**src/rtl/reg_scoreboard_if.sv**
```systemverilog
// Decode/writeback bundle of the register-reservation scoreboard.
// master = pipeline side (decode + writeback), slave = scoreboard.
interface reg_scoreboard_if #(
    parameter int NREG  = 32,
    parameter int IDX_W = $clog2(NREG)
);
    logic [IDX_W-1:0] r0num_i;
    logic             r0valid_i;
    logic [IDX_W-1:0] r1num_i;
    logic             r1valid_i;
    logic [IDX_W-1:0] rdnum_i;
    logic             rdcheck_i;
    logic             rdreserve_i;
    logic             rsreserved_o;
    logic [IDX_W-1:0] wbnum_i;
    logic             wbrelease_i;
    logic             flush_i;
    logic             busy_o;
    logic [NREG-1:0]  reserved_mask_o;
    logic             err_o;

    modport master (
        output r0num_i, r0valid_i, r1num_i, r1valid_i, rdnum_i, rdcheck_i, rdreserve_i,
               wbnum_i, wbrelease_i, flush_i,
        input  rsreserved_o, busy_o, reserved_mask_o, err_o
    );

    modport slave (
        input  r0num_i, r0valid_i, r1num_i, r1valid_i, rdnum_i, rdcheck_i, rdreserve_i,
               wbnum_i, wbrelease_i, flush_i,
        output rsreserved_o, busy_o, reserved_mask_o, err_o
    );
endinterface

```
**src/rtl/reg_scoreboard.sv**
```systemverilog
// Register-reservation scoreboard: per-register in-flight write counters, RAW/saturation stall.
// Optional SCOREBOARD_BYPASS_EN lets a same-cycle writeback release clear the hazard immediately.

// One in-flight counter per architectural register.
module reg_scoreboard_cnt #(
    parameter int CNT_W = 2
) (
    input  logic             clk,
    input  logic             rst_n,
    input  logic             inc_i,
    input  logic             dec_i,
    input  logic             flush_i,
    output logic [CNT_W-1:0] cnt_o,
    output logic             err_o
);
    localparam logic [CNT_W-1:0] MAX = '1;

    logic [CNT_W-1:0] cnt_q, cnt_d;

    always_comb begin
        cnt_d = cnt_q;
        err_o = 1'b0;
        if (flush_i) begin
            cnt_d = '0;
        end else if (inc_i && !dec_i) begin
            if (cnt_q == MAX) err_o = 1'b1;
            else              cnt_d = cnt_q + CNT_W'(1);
        end else if (dec_i && !inc_i) begin
            if (cnt_q == '0) err_o = 1'b1;
            else             cnt_d = cnt_q - CNT_W'(1);
        end
    end

    always_ff @(posedge clk or negedge rst_n) begin
        if (!rst_n) cnt_q <= '0;
        else        cnt_q <= cnt_d;
    end

    assign cnt_o = cnt_q;
endmodule

module reg_scoreboard #(
    parameter int NREG  = 32,
    parameter int CNT_W = 2
) (
    input  logic             clk,
    input  logic             rst_n,
    reg_scoreboard_if.slave  sb
);
    localparam int               IDX_W = $clog2(NREG);
    localparam logic [CNT_W-1:0] MAX   = '1;

    logic [NREG-1:0][CNT_W-1:0] cnt;
    logic [NREG-1:0]            err_pulse;
    logic [NREG-1:0]            mask;
    logic                       err_q, err_d;

    // x0 is hard-wired zero: never counted, never flagged.
    assign cnt[0]       = '0;
    assign err_pulse[0] = 1'b0;

    generate
        for (genvar i = 1; i < NREG; i++) begin : g_reg
            logic inc, dec;
            assign inc = sb.rdreserve_i && (sb.rdnum_i == IDX_W'(i));
            assign dec = sb.wbrelease_i && (sb.wbnum_i == IDX_W'(i));
            reg_scoreboard_cnt #(.CNT_W(CNT_W)) u_cnt (
                .clk     (clk),
                .rst_n   (rst_n),
                .inc_i   (inc),
                .dec_i   (dec),
                .flush_i (sb.flush_i),
                .cnt_o   (cnt[i]),
                .err_o   (err_pulse[i])
            );
        end
        for (genvar i = 0; i < NREG; i++) begin : g_mask
            assign mask[i] = |cnt[i];
        end
    endgenerate

    logic [CNT_W-1:0] c0, c1, cd;
    logic             haz0, haz1, sat;

    assign c0 = cnt[sb.r0num_i];
    assign c1 = cnt[sb.r1num_i];
    assign cd = cnt[sb.rdnum_i];

`ifdef SCOREBOARD_BYPASS_EN
    logic wb0, wb1, wbd;
    assign wb0  = sb.wbrelease_i && (sb.wbnum_i == sb.r0num_i);
    assign wb1  = sb.wbrelease_i && (sb.wbnum_i == sb.r1num_i);
    assign wbd  = sb.wbrelease_i && (sb.wbnum_i == sb.rdnum_i);
    // Last write retiring now: regfile forwards the data, so no stall.
    assign haz0 = sb.r0valid_i && (c0 != '0) && !(wb0 && (c0 == CNT_W'(1)));
    assign haz1 = sb.r1valid_i && (c1 != '0) && !(wb1 && (c1 == CNT_W'(1)));
    assign sat  = sb.rdcheck_i && (cd == MAX) && !wbd;
`else
    assign haz0 = sb.r0valid_i && (c0 != '0);
    assign haz1 = sb.r1valid_i && (c1 != '0);
    assign sat  = sb.rdcheck_i && (cd == MAX);
`endif

    // rdreserve_i deliberately absent here: decode gates it with this output.
    assign sb.rsreserved_o    = haz0 || haz1 || sat;
    assign sb.reserved_mask_o = mask;
    assign sb.busy_o          = |mask;

    assign err_d = err_q || (|err_pulse);

    always_ff @(posedge clk or negedge rst_n) begin
        if (!rst_n) err_q <= 1'b0;
        else        err_q <= err_d;
    end

    assign sb.err_o = err_q;
endmodule

```
**src/flat_wrapper.sv**
```systemverilog
// flat-port wrapper written by rule: the top's interface ports become plain ports
module reg_scoreboard_flat 
#(
    parameter int NREG  = 32,
    parameter int CNT_W = 2
)
  (clk, rst_n, sb_r0num_i, sb_r0valid_i, sb_r1num_i, sb_r1valid_i, sb_rdnum_i, sb_rdcheck_i, sb_rdreserve_i, sb_wbnum_i, sb_wbrelease_i, sb_flush_i, sb_rsreserved_o, sb_busy_o, sb_reserved_mask_o, sb_err_o);
  reg_scoreboard_if #(.NREG(NREG)) sb_i ();
  input  logic clk;
  input  logic rst_n;
  input wire logic [$bits(sb_i.r0num_i)-1:0] sb_r0num_i;
  input wire logic [$bits(sb_i.r0valid_i)-1:0] sb_r0valid_i;
  input wire logic [$bits(sb_i.r1num_i)-1:0] sb_r1num_i;
  input wire logic [$bits(sb_i.r1valid_i)-1:0] sb_r1valid_i;
  input wire logic [$bits(sb_i.rdnum_i)-1:0] sb_rdnum_i;
  input wire logic [$bits(sb_i.rdcheck_i)-1:0] sb_rdcheck_i;
  input wire logic [$bits(sb_i.rdreserve_i)-1:0] sb_rdreserve_i;
  input wire logic [$bits(sb_i.wbnum_i)-1:0] sb_wbnum_i;
  input wire logic [$bits(sb_i.wbrelease_i)-1:0] sb_wbrelease_i;
  input wire logic [$bits(sb_i.flush_i)-1:0] sb_flush_i;
  output wire logic [$bits(sb_i.rsreserved_o)-1:0] sb_rsreserved_o;
  output wire logic [$bits(sb_i.busy_o)-1:0] sb_busy_o;
  output wire logic [$bits(sb_i.reserved_mask_o)-1:0] sb_reserved_mask_o;
  output wire logic [$bits(sb_i.err_o)-1:0] sb_err_o;
  assign sb_i.r0num_i = sb_r0num_i;
  assign sb_i.r0valid_i = sb_r0valid_i;
  assign sb_i.r1num_i = sb_r1num_i;
  assign sb_i.r1valid_i = sb_r1valid_i;
  assign sb_i.rdnum_i = sb_rdnum_i;
  assign sb_i.rdcheck_i = sb_rdcheck_i;
  assign sb_i.rdreserve_i = sb_rdreserve_i;
  assign sb_i.wbnum_i = sb_wbnum_i;
  assign sb_i.wbrelease_i = sb_wbrelease_i;
  assign sb_i.flush_i = sb_flush_i;
  assign sb_rsreserved_o = sb_i.rsreserved_o;
  assign sb_busy_o = sb_i.busy_o;
  assign sb_reserved_mask_o = sb_i.reserved_mask_o;
  assign sb_err_o = sb_i.err_o;
  reg_scoreboard #(.NREG(NREG), .CNT_W(CNT_W)) u_core (.clk(clk), .rst_n(rst_n), .sb(sb_i));
endmodule
```
**config.mk**
```make
export PLATFORM = sky130hd
export DESIGN_NAME = reg_scoreboard_flat
export DESIGN_NICKNAME = d
export VERILOG_FILES = /design/src/rtl/reg_scoreboard_if.sv /design/src/rtl/reg_scoreboard.sv /design/src/flat_wrapper.sv
export SDC_FILE = /design/constraint.sdc
export NUM_CORES = 1
export LEC_CHECK = 0
export ABC_AREA = 1
export BUFFER_PORTS_ARGS = -buffer_cell sky130_fd_sc_hd__buf_2
export CELL_PAD_IN_SITES_DETAIL_PLACEMENT = 1
export CELL_PAD_IN_SITES_GLOBAL_PLACEMENT = 1
export CORE_AREA = 5 5 138 140
export DETAILED_ROUTE_END_ITERATION = 16
export DIE_AREA = 0 0 143 145
export PLACE_DENSITY = 0.69
export SKIP_LAST_GASP = 1
export SLEW_MARGIN = 20
export SYNTH_ARGS = -nofsm -noshare
export SYNTH_HDL_FRONTEND = slang
export SYNTH_SLANG_ARGS = --single-unit
```
**constraint.sdc**
```tcl
create_clock -name clk -period 3.1 [get_ports clk]
set_input_delay 0.155 -clock clk [delete_from_list [all_inputs] [get_ports clk]]
set_output_delay 0.155 -clock clk [all_outputs]
set_load 0.02 [all_outputs]
```
# After elaboration in Yosys (flattened, before gate mapping)
# Cells that the tools add are included.
# totals
ff_bits,63
out_inout_bits,35
memories,0
latch_bits,0
mem_bits_rw,0
input_bits,28
rom_bits,0
word_cells,889
# classes
addsub,62
bitwise_logic,0
magnitude_cmp,3
n_reduce_logical,320
n_mul,0
n_mux,316
div_mod_pow,0
shifts,0
eq_ne,156
# op_table
op,count
$mux W2,158
$ne A3 B3 Y1 const B,62
$eq A5 B5 Y1 const B,32
$mux W1,155
$logic_and A1 B1 Y1,127
$reduce_and A3 Y1,31
$reduce_bool A3 Y1,31
$eq A5 B4 Y1 const B,16
$eq A2 B2 Y1 const B,32
$add A2 B1 Y2 const B,31
$logic_not A1 Y1,62
$logic_not A2 Y1,31
$reduce_or A2 Y1,31
$reduce_or A62 Y1,1
$sub A2 B1 Y2 const B,31
$eq A5 B3 Y1 const B,8
$reduce_or A31 Y1,1
$bmux W2 S5,3
$eq A5 B2 Y1 const B,4
$lt A5 B6 Y1 const B,3
$eq A5 B1 Y1 const B,2
$reduce_bool A2 Y1,2
$logic_or A1 B1 Y1,3

# Depth between registers and ports, before layout
# Gate-level depths: netlist of run 1.
# depth
word_depth,9
depth_mapped,14
mapped_depth_nobuf,13

# Cells and area by module
# From an unflattened synthesis of run 1, not the netlist that was laid out.
# unflattened
hier_cells,1494
hier_area_um2,7988.9
# by_module_without_submodules
module,seq_area_each_um2,n_inst,area_each_um2,cells_per_inst
reg_scoreboard_cnt,50.0,31,186.4,31
reg_scoreboard,25.0,1,2209.6,533

# Least setup slack after synthesis of run 1
# OpenSTA, ideal clock, no wires.
# synth_timing
path_type,flip-flop to output port
startpoint,reg u_core.g_reg[5].u_cnt.cnt_q[0]
endpoint,out sb_rsreserved_o
arrival_ns,1.446
slack_ns,1.499
path_stages_with_launch,11
path_cell_list,dfrtp_1 nor2_1 inv_1 a22oi_1 nand2_1 nand2_1 nand2_1 nand2_1 nand3b_1 nand3_1 nand3_1
# synth_via
elab_chain_cells,6
word_cells_on_any_way,14
# synth_rtl
element,line_no,text
"start, declared",reg_scoreboard.sv:18,"logic [CNT_W-1:0] cnt_q, cnt_d;"
"start signal, assigned",reg_scoreboard.sv:36,else cnt_q <= cnt_d;
$bmux W2 S5 (on tied branches),"reg_scoreboard.sv:85, reg_scoreboard.sv:86",
$mux W2 (on tied branches),"reg_scoreboard.sv:85, reg_scoreboard.sv:86",
$reduce_bool A2 Y1 (on tied branches),"reg_scoreboard.sv:99, reg_scoreboard.sv:100",
$logic_and A1 B1 Y1 (on tied branches),"reg_scoreboard.sv:99, reg_scoreboard.sv:100",
$logic_or A1 B1 Y1,reg_scoreboard.sv:105,assign sb.rsreserved_o = haz0 || haz1 || sat;
$logic_or A1 B1 Y1 (*),reg_scoreboard.sv:105,
"end, declared",flat_wrapper.sv:21,output wire logic [$bits(sb_i.rsreserved_o)-1:0] sb_rsreserved_o;
# Mark *: on every way between the ends. The rest lies on a longest branch, timed or not. The select of a mux whose other input is x is not followed.

# Final worst setup path of run 1
# layout_timing
startpoint,reg u_core.g_reg[6].u_cnt.cnt_q[0]
endpoint,out sb_busy_o
# layout_via
elab_chain_cells,1
# layout_rtl
element,line_no,text
"start, declared",reg_scoreboard.sv:18,
"start signal, assigned",reg_scoreboard.sv:36,
$reduce_or A62 Y1,reg_scoreboard.sv:107,assign sb.busy_o = |mask;
"end, declared",flat_wrapper.sv:22,output wire logic [$bits(sb_i.busy_o)-1:0] sb_busy_o;
# Every way passes these cells.

==> impl_results.md, run 1 <==
- Share of synthesized flip-flops with an asynchronous set or reset: 100%
- CTS tree: yes
- # port buffers: 61
- CTS HTree Levels: 3
- Worst Clk Skew: 0.00841 ns
- Hold buffers post-CTS: 1
- Slew HR: 44.1%
- FF+latch count, synth: 63
- Final nets: 1177
- Top cells by area, synth: dfrtp_1 (26%), nand2_1 (22%), nand3_1 (9.7%), nor2_1 (9.1%), o21ai_0 (8.9%)
- CP Launch Type: register
- Fmax: 0.389 GHz
- Post-CTS sizing: 0
- Yosys cell types: 29
- Prevailing post-synth register cell: dfrtp_1
- Largest net degree at the start of global routing: 42
- Longest Clk Path Bufs: 2
- Dpl ws: 0.630 ns
- Most common cell in the netlist: nand2_1
- Die H: 145 µm
- Number of global-route vias before repair: 7441
- Reg clk slew, reported paths: 0.06 ns
- Gp weighted congestion: 0.961
- Crit path time final: 2.57 ns
- Post-synth EDFFs: 0
- Final wirelength: 27700 µm
- Status: finished clean
- Clock latency on the worst-skew pair: 0.35 ns
- Global route overflow: 0
- Worst path required time: 2.94 ns
- Maxcap violations: 0
- TritonCTS Sinks: 63
- Total die area: 20700 µm²
- Total negative slack: 0 ns
- ANT cells: 0
- Final core occ: 39.3%
- Synth top cells by count: nand2_1 (350), nor2_1 (147), inv_1 (124), nand3_1 (117), o21ai_0 (107)
- YS warnings: 0
- Synth top area share: 26.1%
- Max VDD drop: 0.261 mV
- Site row count: 49
- CP Class: register to output pin
- Arrival time worst endpoint: 2.41 ns
- Cell taking the most area after synthesis: dfrtp_1
- Initial antenna violation count: 0
- RSZ-0062 raised after global routing: false
- CORE AREA: 17700 µm²
- Vias per std cell: 5.55
- Setup WS post-layout: 0.531 ns
- Vias: 7674
- Effective utilization at floorplan: 34.1%
- Die X: 143 µm
- Final Setup Violations: 0
- Period utilisation layout: 82.9%
- Tot GR Track Use: 26.5%
- Leak: 3.60 nW
- Power Density: 348 nW/µm²
- WL/cell: 20.0 µm
- Clk root buf: clkbuf_16
- Synth Cell Area: 6040 µm²
- Layout cells sized above 1: 8.58%
- Critical path endpoint category: output pin
- P&R area growth vs syn: 15.2%
- DP HPWL: 22000 µm
- Post-route DRC: 0
- Syn Nets: 1111
- HP Class: input port to register
- Slew Viols, Final: 0
- Fin. Hold Viols: 0
- Sequential-to-total area share from yosys stat: 26.1%
- Slew @ Worst Pin: 0.838 ns
- Post-CTS Setup Repair Bufs: 0
- CP Max Fanout: 8
- DRT iter0 DRCs: 565
- Num CTS Buffers: 9
- DR pass1 iterations: 5
- Antenna-violating nets left: 0
- Avg Cell Area, Syn: 5.58 µm²
- Syn Inst Count: 1083
- First-pass GRT wire length: 42900 µm
- I/O Pins: 63
- Tightest hold margin: 0.217 ns
-- registers in the layout, summed over array words and instances, names as in the netlist --
signal	count
u_core.g.u_cnt.cnt_o	62
u_core.sb.err_o	1
-- per-stage QoR --
| stage | instances | instance area (µm²) | total power [mW] |
|---|---|---|---|
| after floorplan | 1083 | 6040 | 1.15 |
| after global placement | 1366 | 6670 | 1.36 |
| after detailed placement | 1366 | 6670 | 1.37 |
| after CTS | 1383 | 6970 | 2.43 |
| after global routing | 1383 | 6970 | 2.51 |
| final | 1383 | 6970 | 2.43 |
-- cell families (layout without fill, tap and decap cells) --
family	Yosys count	in the layout	share of synthesized area [%]
AOI/OAI and AO/OA	219	219	19.8
xor gates and xnor gates	5	5	0.724
buffers and inverters	151	222	9.73
DFF	63	63	26.1
other	1	1	0.0620
and+or+nand+nor	644	644	43.6
-- where the power goes --
| part | internal, mW | total [mW] | switching [mW] |
|---|---|---|---|
| logic | 0.126 | 0.489 | 0.363 |
| clock network | 0.621 | 1.06 | 0.443 |
| registers | 0.844 | 0.872 | 0.0282 |
-- final timing paths --
path	from	to	slack (ns)	cells past startpoint
max	u_core.g_reg[6].u_cnt.cnt_o[0]	sb_busy_o	0.53	5
min	sb_flush_i	u_core.g_reg[5].u_cnt.cnt_o[0]	0.22	2
max reg2reg	u_core.g_reg[8].u_cnt.cnt_o[0]	u_core.sb.err_o	1.23	9
min reg2reg	u_core.sb.err_o	u_core.sb.err_o	0.58	2
max in group asynchronous	rst_n	u_core.g_reg[8].u_cnt.cnt_o[0]	1.97	3
min in group asynchronous	rst_n	u_core.g_reg[4].u_cnt.cnt_o[0]	0.44	2
-- placed cells by master, fill, tap and decap left out, types with 7 or more instances in the layout --
cell type	n
nand2_1	350
nor2_1	147
inv_1	124
nand3_1	117
o21ai_0	107
a21oi_1	68
dfrtp_1	63
buf_2	61
nand4_1	16
buf_4	16
a22oi_1	11
o211ai_1	11
clkbuf_16	9
a31oi_1	7
-- per-layer routing --
metal	vias up	GRT usage [%]	share of wire [%]
met5	-	0	0
met4	0	10.6	3.6
met3	55	3.95	5.5
met2	249	42.4	45
met1	3689	35.8	45
li1	3681	-	-
-- worst max-delay path, stage by stage, from the launching register on --
cell and delay, ns:
dfrtp_1 0.49, nor2_1 0.48, nand4_1 0.23, nor4_1 0.48
nand4_1 0.17, buf_2 0.20
-- layout make-up --
class / instances / area (µm²)
Timing Repair Buffer: 79 / 455
Clock inverter: 6 / 61.3
Clock buffer: 10 / 229
Multi-Input combinational cell: 869 / 3880
Inverter: 127 / 477
Tap cell: 229 / 287
Sequential cell: 63 / 1580
Fill cell: 2466 / 10800
(Power assumes the default switching activity.)
==> inputs of run 2 (changes only) <==
Settings changed: PLACE_DENSITY 0.69 to 0.72.
Clock period 3.1 ns to 2.2 ns, I/O delays scaled along.
==> impl_results.md, run 2 (same netlist as run 1, synthesis figures left out) <==
- Hold path depth: 3
- CTS tree: yes
- Period utilisation layout: 101%
- DP HPWL: 21900 µm
- RR Endpoint: u_core.sb.err_o
- Power Density: 502 nW/µm²
- Tightest hold margin: 0.232 ns
- I/O Pins: 63
- Final core occ: 42.0%
- Slew HR: 54.6%
- Setup WS post-layout: -0.0302 ns
- CORE AREA: 17700 µm²
- Leak: 3.82 nW
- CP Max Fanout: 4
- Fin. Hold Viols: 0
- Die X: 143 µm
- Vias per std cell: 5.60
- Area occupied by multi-input gates: 3960 µm²
- Hold_sp: sb_flush_i
- Arrival time worst endpoint: 2.12 ns
- Post-route DRC: 0
- Longest Clk Path Bufs: 2
- Dpl ws: -0.0101 ns
- WL/cell: 19.8 µm
- Tot GR Track Use: 26.7%
- Effective utilization at floorplan: 34.1%
- Flop2flop setup slack: 0.40 ns
- Placed cell count: 1399
- Fmax: 0.448 GHz
- TritonCTS Sinks: 63
- DR pass1 iterations: 5
- Commonest cells after routing, fill and taps aside: nand2_1 (349), nor2_1 (132), inv_1 (120), nand3_1 (117), o21ai_0 (106)
- Crit path time final: 2.23 ns
- Number of global-route vias before repair: 7873
- Layout Cells excl Fill: 1417
- R2R depth: 11
- CTS HTree Levels: 3
- Gp weighted congestion: 0.984
- CP Launch Type: register
- Max VDD drop: 0.422 mV
- Num CTS Buffers: 9
- DRT iter0 DRCs: 622
- Crit-path most repeated cell: nand4_1
- Final Setup Violations: 1
- P&R area growth vs syn: 23.0%
- Largest net degree at the start of global routing: 64
- ANT cells: 0
- Failing checks: setup timing
- Overall power: 3.74 mW
- Clock latency on the worst-skew pair: 0.35 ns
- Post-route cell area: 7440 µm²
- Reg clk slew, reported paths: 0.06 ns
- Slowest CP cell: dfrtp_1
- # port buffers: 61
- Antenna-violating nets left: 0
- Vias: 7930
- Critical path endpoint category: output pin
- CP Class: register to output pin
- HP Class: input port to register
- Final nets: 1211
- Total die area: 20700 µm²
- Clk root buf: clkbuf_16
- Initial antenna violation count: 0
- Global route overflow: 0
- Status: complete, but fails checks
- Worst Clk Skew: 0.00366 ns
- Site row count: 49
- Placed cell area: 6990 µm²
- Number of flip-flops in the largest register: 62
- Worst R2R Start: u_core.g_reg[10].u_cnt.cnt_o[1]
- Hold path endpoint: u_core.g_reg[21].u_cnt.cnt_o[0]
- Most common cell after layout, fill and taps aside: nand2_1
- Slowest cell delay on critical path: 0.41 ns
- Final wirelength: 28000 µm
- First-pass GRT wire length: 43400 µm
- Register Area: 1580 µm²
- Layout cells sized above 1: 13.4%
- RSZ-0062 raised after global routing: true
- Slew @ Worst Pin: 0.679 ns
- Worst path required time: 2.09 ns
- Slew Viols, Final: 0
- Maxcap violations: 0
- Crit-path cells: nor2_1, nand4_1, nor4_1, nand4_1, buf_2
- Fillers: 2487
- Total negative slack: -0.0302 ns
- Die H: 145 µm
==> run 2: worst max path at each step <==
| stage | from | end | slack, ns | cells past startpoint |
|---|---|---|---|---|
| floorplan | u_core.g_reg[5].u_cnt.cnt_o[0] | sb_rsreserved_o | 0.64 | 10 |
| global route | u_core.g_reg[20].u_cnt.cnt_o[0] | sb_rsreserved_o | -0.02 | 11 |
| detailed placement | sb_wbnum_i[2] | u_core.sb.err_o | -0.01 | 12 |
| finish | u_core.g_reg[27].u_cnt.cnt_o[1] | sb_busy_o | -0.03 | 5 |
| CTS | u_core.g_reg[19].u_cnt.cnt_o[1] | sb_rsreserved_o | -0.02 | 11 |
| global placement | sb_wbnum_i[2] | u_core.sb.err_o | 0.02 | 12 |
==> run 2: what timing repair did <==
| action | 4_1_cts | 5_1_grt |
|---|---|---|
| cloned | 0 | 0 |
| setup buffers | 0 | 1 |
| pin swaps | 0 | 1 |
| endpoints found under the setup margin | 2 | 2 |
| endpoints found under the hold margin | 63 | 0 |
| hold buffers | 1 | 0 |
| gates resized for setup | 7 | 25 |
==> run 2: critical path, delay by kind of cell, from the launching register on <==
kind | cells | cell delay [ns]
flip-flops | 1 | 0.41
AND/OR/NAND/NOR | 4 | 1.12
buffers and inverters | 1 | 0.23
==> run 2: power by group <==
part	switching (mW)	internal, mW
logic	0.546	0.237
clock network	0.614	1.11
registers	0.0387	1.19
==> run 2: area by class of cell <==
| type | instances | area share [%] |
|---|---|---|
| clock buffers | 9 | 3.03 |
| multi-input cells | 869 | 53.3 |
| clock inverters | 7 | 1.63 |
| flip-flops and latches | 63 | 21.3 |
| repair buffers | 113 | 10.6 |
| inverters | 127 | 6.41 |
| well taps | 229 | 3.85 |
==> run 2: metal layers <==
layer  wire, µm  share of wire [%]  vias up  GRT usage (%)
met2      12700                 45      289           42.2
met1      12300                 44     3814           35.9
met4       1130                4.0        0           10.3
met3       1790                6.4       77           5.40
li1           -                  -     3750              -
met5          0                  0        -              0
